**config.mk**
```make
export PLATFORM = sky130hd
export DESIGN_NAME = mac_seq_ctrl_flat
export DESIGN_NICKNAME = d
export VERILOG_FILES = /design/src/rtl/mac_seq_ctrl_if.sv /design/src/rtl/mac_seq_ctrl.sv /design/src/flat_wrapper.sv
export SDC_FILE = /design/constraint.sdc
export NUM_CORES = 1
export LEC_CHECK = 0
export CAP_MARGIN = 25
export CORE_UTILIZATION = 56
export DETAILED_ROUTE_END_ITERATION = 10
export PLACE_DENSITY_LB_ADDON = 0.12
export SYNTH_ARGS = -nofsm -noshare
export SYNTH_HDL_FRONTEND = slang
export SYNTH_SLANG_ARGS = --single-unit
```
**constraint.sdc**
```tcl
create_clock -name clk -period 2.9 [get_ports clk]
set_input_delay 0.435 -clock clk [delete_from_list [all_inputs] [get_ports clk]]
set_output_delay 0.435 -clock clk [all_outputs]
set_load 0.02 [all_outputs]
```
**src/rtl/mac_seq_ctrl_if.sv**
```systemverilog
// Bundle between mac_seq_ctrl and its neighbours: layer control,
// weight/operand buffers, MAC PE and the result stream sink.
interface mac_seq_ctrl_if #(
    parameter int ACC_W = 16,
    parameter int KW    = 7
);
    logic             start;
    logic [KW-1:0]    cfg_k;
    logic [3:0]       cfg_n;
    logic [1:0]       cfg_src;
    logic             op_avail;
    logic             busy;
    logic             done;
    logic             rd_en;
    logic [KW+2:0]    w_addr;
    logic             mac_clear;
    logic             mac_valid_0;
    logic             mac_valid_1;
    logic             mac_valid_2;
    logic [2:0]       mac_acc_sel;
    logic [ACC_W-1:0] mac_acc_out;
    logic             mac_valid_out;
    logic             res_valid;
    logic             res_ready;
    logic [ACC_W-1:0] res_data;
    logic [2:0]       res_idx;

    modport master (
        input  start, cfg_k, cfg_n, cfg_src, op_avail,
        input  mac_acc_out, mac_valid_out, res_ready,
        output busy, done, rd_en, w_addr, mac_clear,
        output mac_valid_0, mac_valid_1, mac_valid_2, mac_acc_sel,
        output res_valid, res_data, res_idx
    );

    modport slave (
        output start, cfg_k, cfg_n, cfg_src, op_avail,
        output mac_acc_out, mac_valid_out, res_ready,
        input  busy, done, rd_en, w_addr, mac_clear,
        input  mac_valid_0, mac_valid_1, mac_valid_2, mac_acc_sel,
        input  res_valid, res_data, res_idx
    );
endinterface

```
**src/rtl/mac_seq_ctrl.sv**
```systemverilog
// Job sequencer for one multi-accumulator MAC PE: clear, K*N ops,
// capture of final accumulators, then result streaming.
module mac_seq_ctrl #(
    parameter int ACC_W   = 16,
    parameter int NUM_ACC = 8,
    parameter int K_MAX   = 64,
    parameter int KW      = 7
) (
    input logic            clk,
    input logic            rst,
    mac_seq_ctrl_if.master bus
);

    typedef enum logic [2:0] {
        IDLE, CLEAR, RUN, DRAIN, OUT, FIN
    } state_t;

    state_t state, state_nx;

    logic [KW-1:0]    k_reg, k_cnt, k_in;
    logic [3:0]       n_reg, n_in;
    logic [1:0]       src_reg, src_in;
    logic [2:0]       n_cnt, out_idx;
    logic             issue, last_n, last_k, last_out, accept;

    logic             s1_valid, s1_last;
    logic [2:0]       s1_idx;
    logic             s2_last;
    logic [2:0]       s2_idx;

    logic [ACC_W-1:0] result_buf [NUM_ACC];

    // Clamp the requested job shape and lane before latching
    always_comb begin
        k_in   = (bus.cfg_k > KW'(K_MAX)) ? KW'(K_MAX) : bus.cfg_k;
        n_in   = (bus.cfg_n > 4'(NUM_ACC)) ? 4'(NUM_ACC) : bus.cfg_n;
        src_in = (bus.cfg_src == 2'd3) ? 2'd0 : bus.cfg_src;
    end

    // Position flags for the op counters and the output index
    always_comb begin
        issue    = (state == RUN) && bus.op_avail;
        last_n   = ({1'b0, n_cnt} == n_reg - 4'd1);
        last_k   = (k_cnt == k_reg - 1'b1);
        last_out = ({1'b0, out_idx} == n_reg - 4'd1);
        accept   = (state == OUT) && bus.res_ready;
    end

    // State register
    always_ff @(posedge clk) begin
        if (rst) state <= IDLE;
        else     state <= state_nx;
    end

    // Next state and all combinational outputs
    always_comb begin
        state_nx        = state;
        bus.busy        = (state != IDLE);
        bus.done        = 1'b0;
        bus.mac_clear   = 1'b0;
        bus.rd_en       = 1'b0;
        bus.w_addr      = '0;
        bus.res_valid   = 1'b0;
        bus.res_data    = '0;
        bus.res_idx     = '0;
        bus.mac_valid_0 = s1_valid && (src_reg == 2'd0);
        bus.mac_valid_1 = s1_valid && (src_reg == 2'd1);
        bus.mac_valid_2 = s1_valid && (src_reg == 2'd2);
        bus.mac_acc_sel = s1_idx;
        unique case (state)
            IDLE: begin
                if (bus.start) begin
                    if (k_in == '0 || n_in == '0) state_nx = FIN;
                    else                          state_nx = CLEAR;
                end
            end
            CLEAR: begin
                bus.mac_clear = 1'b1;
                state_nx      = RUN;
            end
            RUN: begin
                bus.rd_en = issue;
                if (issue) bus.w_addr = {k_cnt, n_cnt};
                if (issue && last_n && last_k) state_nx = DRAIN;
            end
            DRAIN: begin
                if (!s1_valid) state_nx = OUT;
            end
            OUT: begin
                bus.res_valid = 1'b1;
                bus.res_data  = result_buf[out_idx];
                bus.res_idx   = out_idx;
                if (accept && last_out) state_nx = FIN;
            end
            FIN: begin
                bus.done = 1'b1;
                state_nx = IDLE;
            end
            default: state_nx = IDLE;
        endcase
    end

    // Latched job configuration and the k/n/out counters
    always_ff @(posedge clk) begin
        if (rst) begin
            k_reg   <= '0;
            n_reg   <= '0;
            src_reg <= '0;
            k_cnt   <= '0;
            n_cnt   <= '0;
            out_idx <= '0;
        end else begin
            if (state == IDLE && bus.start) begin
                k_reg   <= k_in;
                n_reg   <= n_in;
                src_reg <= src_in;
            end
            if (state == CLEAR) begin
                k_cnt <= '0;
                n_cnt <= '0;
            end else if (issue) begin
                if (last_n) begin
                    n_cnt <= '0;
                    k_cnt <= k_cnt + 1'b1;
                end else begin
                    n_cnt <= n_cnt + 1'b1;
                end
            end
            if (state == DRAIN)  out_idx <= '0;
            else if (accept)     out_idx <= out_idx + 1'b1;
        end
    end

    // Tag pipeline following each op through buffer read and MAC
    always_ff @(posedge clk) begin
        if (rst) begin
            s1_valid <= 1'b0;
            s1_last  <= 1'b0;
            s1_idx   <= '0;
            s2_last  <= 1'b0;
            s2_idx   <= '0;
        end else begin
            s1_valid <= issue;
            s1_last  <= issue && last_k;
            s1_idx   <= issue ? n_cnt : 3'd0;
            s2_last  <= s1_last;
            s2_idx   <= s1_idx;
        end
    end

    // Keep only the final-step accumulator value of each index
    always_ff @(posedge clk) begin
        if (bus.mac_valid_out && s2_last)
            result_buf[s2_idx] <= bus.mac_acc_out;
    end

endmodule

```
**src/flat_wrapper.sv**
```systemverilog
// flat-port wrapper written by rule: the top's interface ports become plain ports
module mac_seq_ctrl_flat 
#(
    parameter int ACC_W   = 16,
    parameter int NUM_ACC = 8,
    parameter int K_MAX   = 64,
    parameter int KW      = 7
)
  (clk, rst, bus_start, bus_cfg_k, bus_cfg_n, bus_cfg_src, bus_op_avail, bus_mac_acc_out, bus_mac_valid_out, bus_res_ready, bus_busy, bus_done, bus_rd_en, bus_w_addr, bus_mac_clear, bus_mac_valid_0, bus_mac_valid_1, bus_mac_valid_2, bus_mac_acc_sel, bus_res_valid, bus_res_data, bus_res_idx);
  mac_seq_ctrl_if #(.ACC_W(ACC_W), .KW(KW)) bus_i ();
  input logic clk;
  input logic rst;
  input wire logic [$bits(bus_i.start)-1:0] bus_start;
  input wire logic [$bits(bus_i.cfg_k)-1:0] bus_cfg_k;
  input wire logic [$bits(bus_i.cfg_n)-1:0] bus_cfg_n;
  input wire logic [$bits(bus_i.cfg_src)-1:0] bus_cfg_src;
  input wire logic [$bits(bus_i.op_avail)-1:0] bus_op_avail;
  input wire logic [$bits(bus_i.mac_acc_out)-1:0] bus_mac_acc_out;
  input wire logic [$bits(bus_i.mac_valid_out)-1:0] bus_mac_valid_out;
  input wire logic [$bits(bus_i.res_ready)-1:0] bus_res_ready;
  output wire logic [$bits(bus_i.busy)-1:0] bus_busy;
  output wire logic [$bits(bus_i.done)-1:0] bus_done;
  output wire logic [$bits(bus_i.rd_en)-1:0] bus_rd_en;
  output wire logic [$bits(bus_i.w_addr)-1:0] bus_w_addr;
  output wire logic [$bits(bus_i.mac_clear)-1:0] bus_mac_clear;
  output wire logic [$bits(bus_i.mac_valid_0)-1:0] bus_mac_valid_0;
  output wire logic [$bits(bus_i.mac_valid_1)-1:0] bus_mac_valid_1;
  output wire logic [$bits(bus_i.mac_valid_2)-1:0] bus_mac_valid_2;
  output wire logic [$bits(bus_i.mac_acc_sel)-1:0] bus_mac_acc_sel;
  output wire logic [$bits(bus_i.res_valid)-1:0] bus_res_valid;
  output wire logic [$bits(bus_i.res_data)-1:0] bus_res_data;
  output wire logic [$bits(bus_i.res_idx)-1:0] bus_res_idx;
  assign bus_i.start = bus_start;
  assign bus_i.cfg_k = bus_cfg_k;
  assign bus_i.cfg_n = bus_cfg_n;
  assign bus_i.cfg_src = bus_cfg_src;
  assign bus_i.op_avail = bus_op_avail;
  assign bus_i.mac_acc_out = bus_mac_acc_out;
  assign bus_i.mac_valid_out = bus_mac_valid_out;
  assign bus_i.res_ready = bus_res_ready;
  assign bus_busy = bus_i.busy;
  assign bus_done = bus_i.done;
  assign bus_rd_en = bus_i.rd_en;
  assign bus_w_addr = bus_i.w_addr;
  assign bus_mac_clear = bus_i.mac_clear;
  assign bus_mac_valid_0 = bus_i.mac_valid_0;
  assign bus_mac_valid_1 = bus_i.mac_valid_1;
  assign bus_mac_valid_2 = bus_i.mac_valid_2;
  assign bus_mac_acc_sel = bus_i.mac_acc_sel;
  assign bus_res_valid = bus_i.res_valid;
  assign bus_res_data = bus_i.res_data;
  assign bus_res_idx = bus_i.res_idx;
  mac_seq_ctrl #(.ACC_W(ACC_W), .NUM_ACC(NUM_ACC), .K_MAX(K_MAX), .KW(KW)) u_core (.clk(clk), .rst(rst), .bus(bus_i));
endmodule
```
# == Yosys cells after proc, flatten, opt, wreduce, memory -nomap -nowiden ==
# Memories as Yosys holds them, arrays and structs flattened. A register that Yosys moved wholly into a read port is not among the register bits.
# Cells that the tools add are included.
# totals
out_inout_bits,40
latchBits,0
inputBits,35
mem_bits_rw,128
ff_bits,38
mem_bits_ro,0
word_cells,80
memories,1
# memory_table
name,depth,word_bits,read_ports,rd_clocked_by_memory_dff,write_ports,line,rtl
u_core.result_buf,8,16,1,1,1,mac_seq_ctrl.sv:31,logic [ACC_W-1:0] result_buf [NUM_ACC];
# classes
n_eq_ne,15
div,0
muxes,22
n_lt_le_gt_ge,2
n_reduce_logical,22
n_bitwise,1
mul,0
addsub,5
n_shift,0
# op_table
operator,n
$mux 3,9
$mux 10,2
$mux 16,1
$pmux 3 s5,1
$logic_and 1x1->1,11
$eq 3x4->1,2
$ne 2x2->1 const B,4
$add 7x1->7 const B,1
$eq 7x7->1,1
$gt 7x7->1 const B,1
$logic_not 7->1,1
$mux 7,1
$sub 7x1->7 const B,1
$add 3x1->3 const B,2
$eq 3x2->1 const B,2
$eq 3x3->1 const B,2
$mux 1,6
$reduce_or 2->1,3
$eq 2x2->1 const B,2
$gt 4x4->1 const B,1
$logic_not 4->1,1
$mux 4,1
$reduce_and 4->1,1
$sub 4x1->4 const B,1
9 further kinds,9

# == Longest topological paths before layout ==
# Gate-level depths: netlist of the first run.
# logic_depth
depth_word,7
ltp_mapped,8
ltp_nobuf,7

# == Worst setup path before layout of the first run ==
# OpenSTA, ideal clock, no wires.
# synth_path
path_type,input to register
from,in bus_mac_valid_out
to,"mem u_core.result_buf[0][0], enable pin"
setup_slack_ns,0.785
path_stages,2
required_ns,2.491
path_buffers,0
t_arrival_ns,1.706
setup_time_ns,0.409
path_cell_list,nand3b_1 > nor3_1
# synth_between
elab_chain_cells,3
# synth_lines
item,line,rtl
"start, declared",flat_wrapper.sv:19,input wire logic [$bits(bus_i.mac_valid_out)-1:0] bus_mac_valid_out;
$logic_and 1x1->1,mac_seq_ctrl.sv:153,if (bus.mac_valid_out && s2_last)
$mux 1,mac_seq_ctrl.sv:153,
$mux 1 (not written as such),mac_seq_ctrl.sv:154,result_buf[s2_idx] <= bus.mac_acc_out;
"end, declared",mac_seq_ctrl.sv:31,
# Every way passes these cells.

==> implementation parameters, run 1 <==
Parameter                              Value

Worst setup path
  Crit path launch type ... flop
  FF-to-FF End ... u_core.k_cnt[6]$_SDFFE_PP0P_
  FF-to-FF Start ... u_core.n_reg[0]$_SDFFE_PP0P_
  Register-to-register setup slack ... approximately 0.69 ns
  Classification of the worst setup path ... flop to output port
  Kind of cell adding the most delay to the critical path ... buffers and inverters
  Type of element capturing the critical path ... output port
  Logic depth of the worst register-to-register path ... 7
  Sequence of cells on the critical path ... buf_12 -> mux4_2 -> mux2i_1 -> nor2_1 -> clkdlybuf4s50_1
  Maximum single-stage delay on the critical path ... between 0.5 and 0.6 ns
  Slowest cell on the critical path ... clkdlybuf4s50_1
  Worst path required time ... about 2.5 ns
  Crit path buffers/inverters ... 2
  Worst Path Max Fanout ... 16
  Worst EP arrival ... 2.34 ns

Floorplanning
  Starting density of the core ... between 50% and 60%
  Top-level port count ... 75
  Floorplan die width ... 114.0 um
  Height of the die ... 114.0 um
  DIE AREA ... 0.01300 mm^2
  Num rows ... 40
  Placeable Area ... 0.01211 mm^2

Synth
  Number of warnings printed during yosys synthesis ... 0
  Count of cell types in the netlist ... 48
  Share of async-settable or async-resettable flops after synthesis ... 0%
  Synthesized cell area ... around 0.007 mm^2
  Leading register cell type out of synthesis ... edfxtp_1
  Number of enable flip-flop cells after synthesis ... ~130
  Post-synthesis average cell area ... 15.27 um^2
  Post-Synthesis Cells ... 460
  Synth Register Bits ... 169
  Sequential share of the synthesized area ... between 60% and 70%
  Synth Net Count ... 500

Clock network
  Worst skew pair latency ... 0.42 ns
  Num CTS Buffers ... 17
  H-tree levels ... 4
  Number of buffers on the longest clock path ... 2
  Root cell of the clock tree ... clkbuf_16
  Count of hold buffers inserted by post-cts repair ... 0
  CTS clk-pin slew, worst paths ... 0.06 ns
  # resized after CTS ... 0
  Post-CTS setup buffer count ... 0
  CTS sink count ... 169
  Clock tree from TritonCTS ... done

GRT
  Number of antenna violations at the first check in global routing ... 0
  Maximum number of pins on one net before global-route repair ... 33
  Total congestion overflow after global routing ... 0
  Via count of the first global-routing pass ... 4226
  Overall track demand over capacity in global routing ... 22.82%
  Wire length of the first global-routing pass ... 21.56 mm

Timing
  Transition at the pin with the smallest max-transition slack ... approximately 0.86 ns
  Total negative slack ... 0 ns
  Setup violation total in the final timing report ... 0
  Final Hold Vio Count ... 0
  Remaining max-slew budget at the tightest pin ... a little over two fifths
  Time the final worst path needs with I/O delays and setup ... between 2 and 3 ns
  Achievable clock frequency ... around 0.36 GHz
  Part of the cycle the worst path needs ... a little over nine tenths
  Setup repair after global routing missed its margin ... no
  Final count of pins violating max slew ... 0
  Worst clock skew on the final layout ... 0.009631 ns

Finish
  Synthesis-to-layout area growth ... 23.60%
  Fraction of final layout cells sized beyond drive strength 1 ... 16.25%
  Post-layout nets ... 593
  Most common library cell in the layout ignoring fill and taps ... edfxtp_1
  Utilization after layout ... between 70% and 80%
  Diodes inserted ... 0
  Max reg flops ... 128
  Commonest cells after routing, fill and taps aside ... edfxtp_1 (128), clkdlybuf4s50_1 (74), nor2_1 (51), dfxtp_1 (40), mux4_2 (32)

Place
  Final RePlAce weighted congestion ... between 0.7 and 0.8
  Post-detail-place hpwl ... 8.755 mm
  Number of input and output port buffers inserted ... 74

Worst hold path
  Classification of the worst-slack hold path ... flop to flop
  Min-Delay Endpoint ... u_core.s2_idx[1]$_SDFF_PP0_
  Startpoint of the lowest-slack hold path ... u_core.bus.mac_acc_sel[1]$_SDFF_PP0_
  Number of instances on the worst hold path ... 1

Drt
  DR pass1 iterations ... 4
  Via density per instance ... approximately 5.7
  DRC violation total after the first TritonRoute iteration ... 288
  Wire length after detailed routing ... around 14 mm
  Routed length per instance ... 19.25 um
  Number of vias after detailed routing ... 4190
  Number of design rule violations left after detail routing ... 0
  Count of antenna-violating nets left after detailed routing ... 0

Power
  Power per unit of standard cell area ... 594.0 mW/mm^2
  Portion of total power attributed to sequential cells ... around 52%
  Leak pwr ... 0.002861 uW
  P_sw ... 1111 uW
  VDD IR max ... 0.4036 mV
  Share of power burned in the clock network ... a little over two fifths
  Switching power share of the total ... roughly 22%
  Internal Dissipation ... 4047 uW
  Share of power burned in combinational logic ... 6.9%

Outcome
  Status ... finished, final reports clean

Job
  Number of maximum-capacitance constraint violations ... 0
-- stage by stage --
| stage | hold slack [ns] | std cells | cell area, um^2 | worst slack (ns) | power (uW) |
|---|---|---|---|---|---|
| CTS | 0.4689 | 733 | 8658 | 0.04210 | 5186 |
| detailed placement | 0.4590 | 701 | 8095 | 0.2977 | 3061 |
| global route | 0.4785 | 734 | 8683 | 0.02669 | 5322 |
| finish | 0.4718 | 734 | 8683 | 0.1249 | 5158 |
| global placement | 0.4278 | 701 | 8095 | 0.3366 | 3044 |
| floorplan | 0.4138 | 460 | 7025 | 0.7850 | 2901 |
-- layout make-up --
cell class / count / area (um^2)
multi-input combinational: 262 / 2257
clock inverter: 13 / 130.1
clock buffer: 19 / 432.9
timing repair buffer: 96 / 960.9
tap: 168 / 210.2
sequential: 169 / 4666
inverter: 7 / 26.28
fill: 839 / 3428
-- worst max-delay path by stage --
stage                                  from                                end  depth (start not counted)  slack [ns]
final                                  flop                    bus_res_data[2]                          5        0.12
after global routing                   flop                    bus_res_data[2]                          5        0.03
after global placement         bus_op_avail                      bus_w_addr[7]                          5        0.34
after floorplan           bus_mac_valid_out  u_core.result_buf[0][0]$_DFFE_PP_                          2        0.78
after detailed placement       bus_op_avail                      bus_w_addr[7]                          5        0.30
after CTS                              flop                    bus_res_data[2]                          5        0.04
-- routing by layer --
layer,routed length [um],share of wire [%],up-vias,global-route usage (%)
met4,209,1.5,0,8.312
met3,692,4.9,16,6.164
met5,0,0,-,0
met2,7521,53,106,41.41
li1,-,-,1958,-
met1,5711,40,2110,25.73
-- worst register-to-register path, stage by stage (launching register included) --
cell	delay, ns
dfxtp_1	0.45
inv_1	0.08
ha_1	0.23
xor2_1	0.25
mux2i_2	0.41
o211ai_4	0.19
or3_1	0.37
a21oi_1	0.14
-- power by group through the flow --
| stage | Sequential [uW] | Clock, uW | Combinational, uW |
|---|---|---|---|
| detailed placement | 2710 | 0 | 354 |
| floorplan | 2690 | 0 | 209 |
| global route | 2660 | 2280 | 387 |
| global placement | 2700 | 0 | 340 |
| CTS | 2650 | 2180 | 356 |
| finish | 2660 | 2150 | 355 |
-- cells by family after synthesis --
group / after synthesis / synth area share (%)
AOI/OAI and AO/OA: 37 / 3.295
DFF: 169 / 66.39
buffers and inverters: 29 / 1.621
and+or+nand+nor: 147 / 11.58
xor gates and xnor gates: 19 / 2.760
adders and majority gates: 5 / 0.8905
muxes: 54 / 13.46
-- synthesized netlist by cell type, types with 4 or more instances --
| cell | count | area share, % |
|---|---|---|
| edfxtp_1 | 128 | 55 |
| dfxtp_1 | 41 | 12 |
| mux2i_1 | 20 | 2.8 |
| nor2_1 | 51 | 2.7 |
| xor2_1 | 13 | 1.6 |
| and2_1 | 14 | 1.2 |
| nand4_1 | 6 | 0.53 |
| inv_1 | 7 | 0.37 |
| o21ai_0 | 7 | 0.50 |
| nand2_1 | 9 | 0.48 |
| nor2b_1 | 5 | 0.45 |
| nand3_1 | 6 | 0.43 |
| nor3_1 | 7 | 0.50 |
| ha_1 | 5 | 0.89 |
| nor3b_1 | 16 | 1.7 |
| clkbuf_1 | 16 | 0.85 |
| xnor2_1 | 4 | 0.50 |
| buf_2 | 4 | 0.28 |
| a21oi_1 | 18 | 1.3 |
| mux4_2 | 32 | 10 |
| or3_1 | 6 | 0.53 |
Note: power is estimated with default switching activity, not from simulation.
==> inputs of run 2 (changes only) <==
CORE_UTILIZATION = 60   (was 56)
clock period = 3.4 ns   (was 2.9 ns; I/O delays follow)
==> run 2 against run 1 <==
Via count is 0.36% higher. Clock skew is 0.0050 ns lower. Power is 15% lower. Wire length is 2.4% lower. Sequential share of layout area is 0.74 points higher. Die area is 6.5% lower. Clock-buffer cell count stayed put. Clock power is 15% lower. First-iteration DRC count is 32% lower.
==> implementation parameters, run 2 (synthesized netlist as in run 1, its figures left out) <==
Parameter                              Value

Outcome
  Status ... finished, final reports clean

Floorplanning
  Starting density of the core ... 61.53%
  DIE AREA ... roughly 0.012 mm^2
  Placeable Area ... about 0.011 mm^2
  Floorplan die width ... 110.2 um
  Top-level port count ... 75
  Num rows ... 39
  Height of the die ... between 100 and 150 um

Worst setup path
  Kind of cell adding the most delay to the critical path ... buffers and inverters
  Worst path required time ... 2.89 ns
  Classification of the worst setup path ... flop to output port
  Maximum single-stage delay on the critical path ... ~0.57 ns
  Sequence of cells on the critical path ... buf_4 -> mux4_2 -> mux2i_1 -> nor2_1 -> clkdlybuf4s50_1
  Slowest cell on the critical path ... clkdlybuf4s50_1
  Worst Path Max Fanout ... 15
  Crit path launch type ... flop
  Type of element capturing the critical path ... output port
  Worst EP arrival ... roughly 2.5 ns
  Crit path buffers/inverters ... 2

Drt
  DRC violation total after the first TritonRoute iteration ... 196
  Wire length after detailed routing ... around 14 mm
  Routed length per instance ... 19.56 um
  Number of design rule violations left after detail routing ... 0
  Via density per instance ... 5.965
  DR pass1 iterations ... 4
  Count of antenna-violating nets left after detailed routing ... 0
  Number of vias after detailed routing ... 4205

Timing
  Remaining max-slew budget at the tightest pin ... 41.32%
  Worst path setup slack after routing ... 0.4315 ns
  Final Hold Vio Count ... 0
  Transition at the pin with the smallest max-transition slack ... 0.8775 ns
  Worst clock skew on the final layout ... ~0.0046 ns
  Time the final worst path needs with I/O delays and setup ... 2.969 ns
  Hold_ws ... between 0.4 and 0.5 ns
  Part of the cycle the worst path needs ... 87.31%
  Setup repair after global routing missed its margin ... no
  Achievable clock frequency ... 0.3369 GHz
  Final count of pins violating max slew ... 0
  Total negative slack ... 0 ns
  Setup violation total in the final timing report ... 0

Clock network
  Root cell of the clock tree ... clkbuf_16
  CTS clk-pin slew, worst paths ... 0.06 ns
  Num CTS Buffers ... 17
  Post-CTS setup buffer count ... 0
  Number of buffers on the longest clock path ... 2
  CTS sink count ... 169
  # resized after CTS ... 0
  Worst skew pair latency ... roughly 0.42 ns
  Count of hold buffers inserted by post-cts repair ... 0
  H-tree levels ... 4
  Clock tree from TritonCTS ... done

Finish
  Fill count ... 724
  Area of all placed cells without fillers ... 0.008566 mm^2
  Most common library cell in the layout ignoring fill and taps ... edfxtp_1
  Synthesis-to-layout area growth ... 21.92%
  Commonest cells after routing, fill and taps aside ... edfxtp_1 (128), clkdlybuf4s50_1 (74), nor2_1 (51), dfxtp_1 (40), mux4_2 (32)
  Diodes inserted ... 0
  Post-layout nets ... 589
  Fraction of final layout cells sized beyond drive strength 1 ... 15.48%
  Max reg flops ... 128

Worst hold path
  Classification of the worst-slack hold path ... flop to flop

Place
  Placed cell area ... 0.008004 mm^2
  Number of input and output port buffers inserted ... 74
  Final RePlAce weighted congestion ... around 0.8
  Post-place setup slack ... between 0.5 and 0.6 ns
  Post-detail-place hpwl ... 8.841 mm

Power
  Leak pwr ... roughly 0.0028 uW
  Power per unit of standard cell area ... between 500 and 600 mW/mm^2
  VDD IR max ... 0.3566 mV

GRT
  Overall track demand over capacity in global routing ... 24.87%
  Total congestion overflow after global routing ... 0
  Number of antenna violations at the first check in global routing ... 0
  Via count of the first global-routing pass ... 4199
  Maximum number of pins on one net before global-route repair ... 33
  Wire length of the first global-routing pass ... 21.38 mm

Job
  Number of maximum-capacitance constraint violations ... 0
==> run 2: cell types whose count changed in the layout (fill, tap and decap cells not counted), sizes merged <==
cell      delta
buf          -3
clkbuf       -1
clkinv       +2
clkinvlp     -3
inv          +1
==> run 2: worst paths after layout <==
kind,startpoint,to,slack [ns],cells after the start
worst max-delay path,flop,bus_res_data[9],0.43,5
worst min-delay path,u_core.s1_last$_SDFF_PP0_,u_core.s2_last$_SDFF_PP0_,0.44,1
worst max register to register,u_core.n_reg[0]$_SDFFE_PP0P_,u_core.k_cnt[4]$_SDFFE_PP0P_,1.15,7
worst min register to register,u_core.s1_last$_SDFF_PP0_,u_core.s2_last$_SDFF_PP0_,0.44,1
==> run 2: stage by stage <==
| step | total power (uW) | utilization (%) | instances |
|---|---|---|---|
| floorplan | 2474 | - | 460 |
| global placement | 2591 | 70.10 | 673 |
| detailed placement | 2601 | 70.10 | 673 |
| CTS | 4410 | 75.02 | 705 |
| global route | 4521 | 75.02 | 705 |
| finish | 4386 | 75.02 | 705 |
==> run 2: area by class of cell <==
class                           instances  area [um^2]  area share, %
Multi-Input combinational cell        262         2257          26.35
Clock inverter                         13        128.9          1.505
Inverter                                7        26.28         0.3067
Sequential cell                       169         4666          54.47
Timing Repair Buffer                   92        875.8          10.22
Tap cell                              143        178.9          2.089
Clock buffer                           19        432.9          5.054
==> run 2: per-layer routing <==
metal  global-route usage [%]  vias up  share of wire (%)
li1                         -     1938                  -
met1                    29.74     2101                 41
met2                    41.96      133                 52
met3                    7.055       33                4.9
met4                    11.37        0                2.5
met5                        0        -                  0
==> run 2: power by group <==
part	leakage, uW	internal (uW)	total (uW)	switching [uW]
clock network	0.000264	1070	1830	757
registers	0.00148	2230	2260	29.6
logic	0.00109	140	294	154
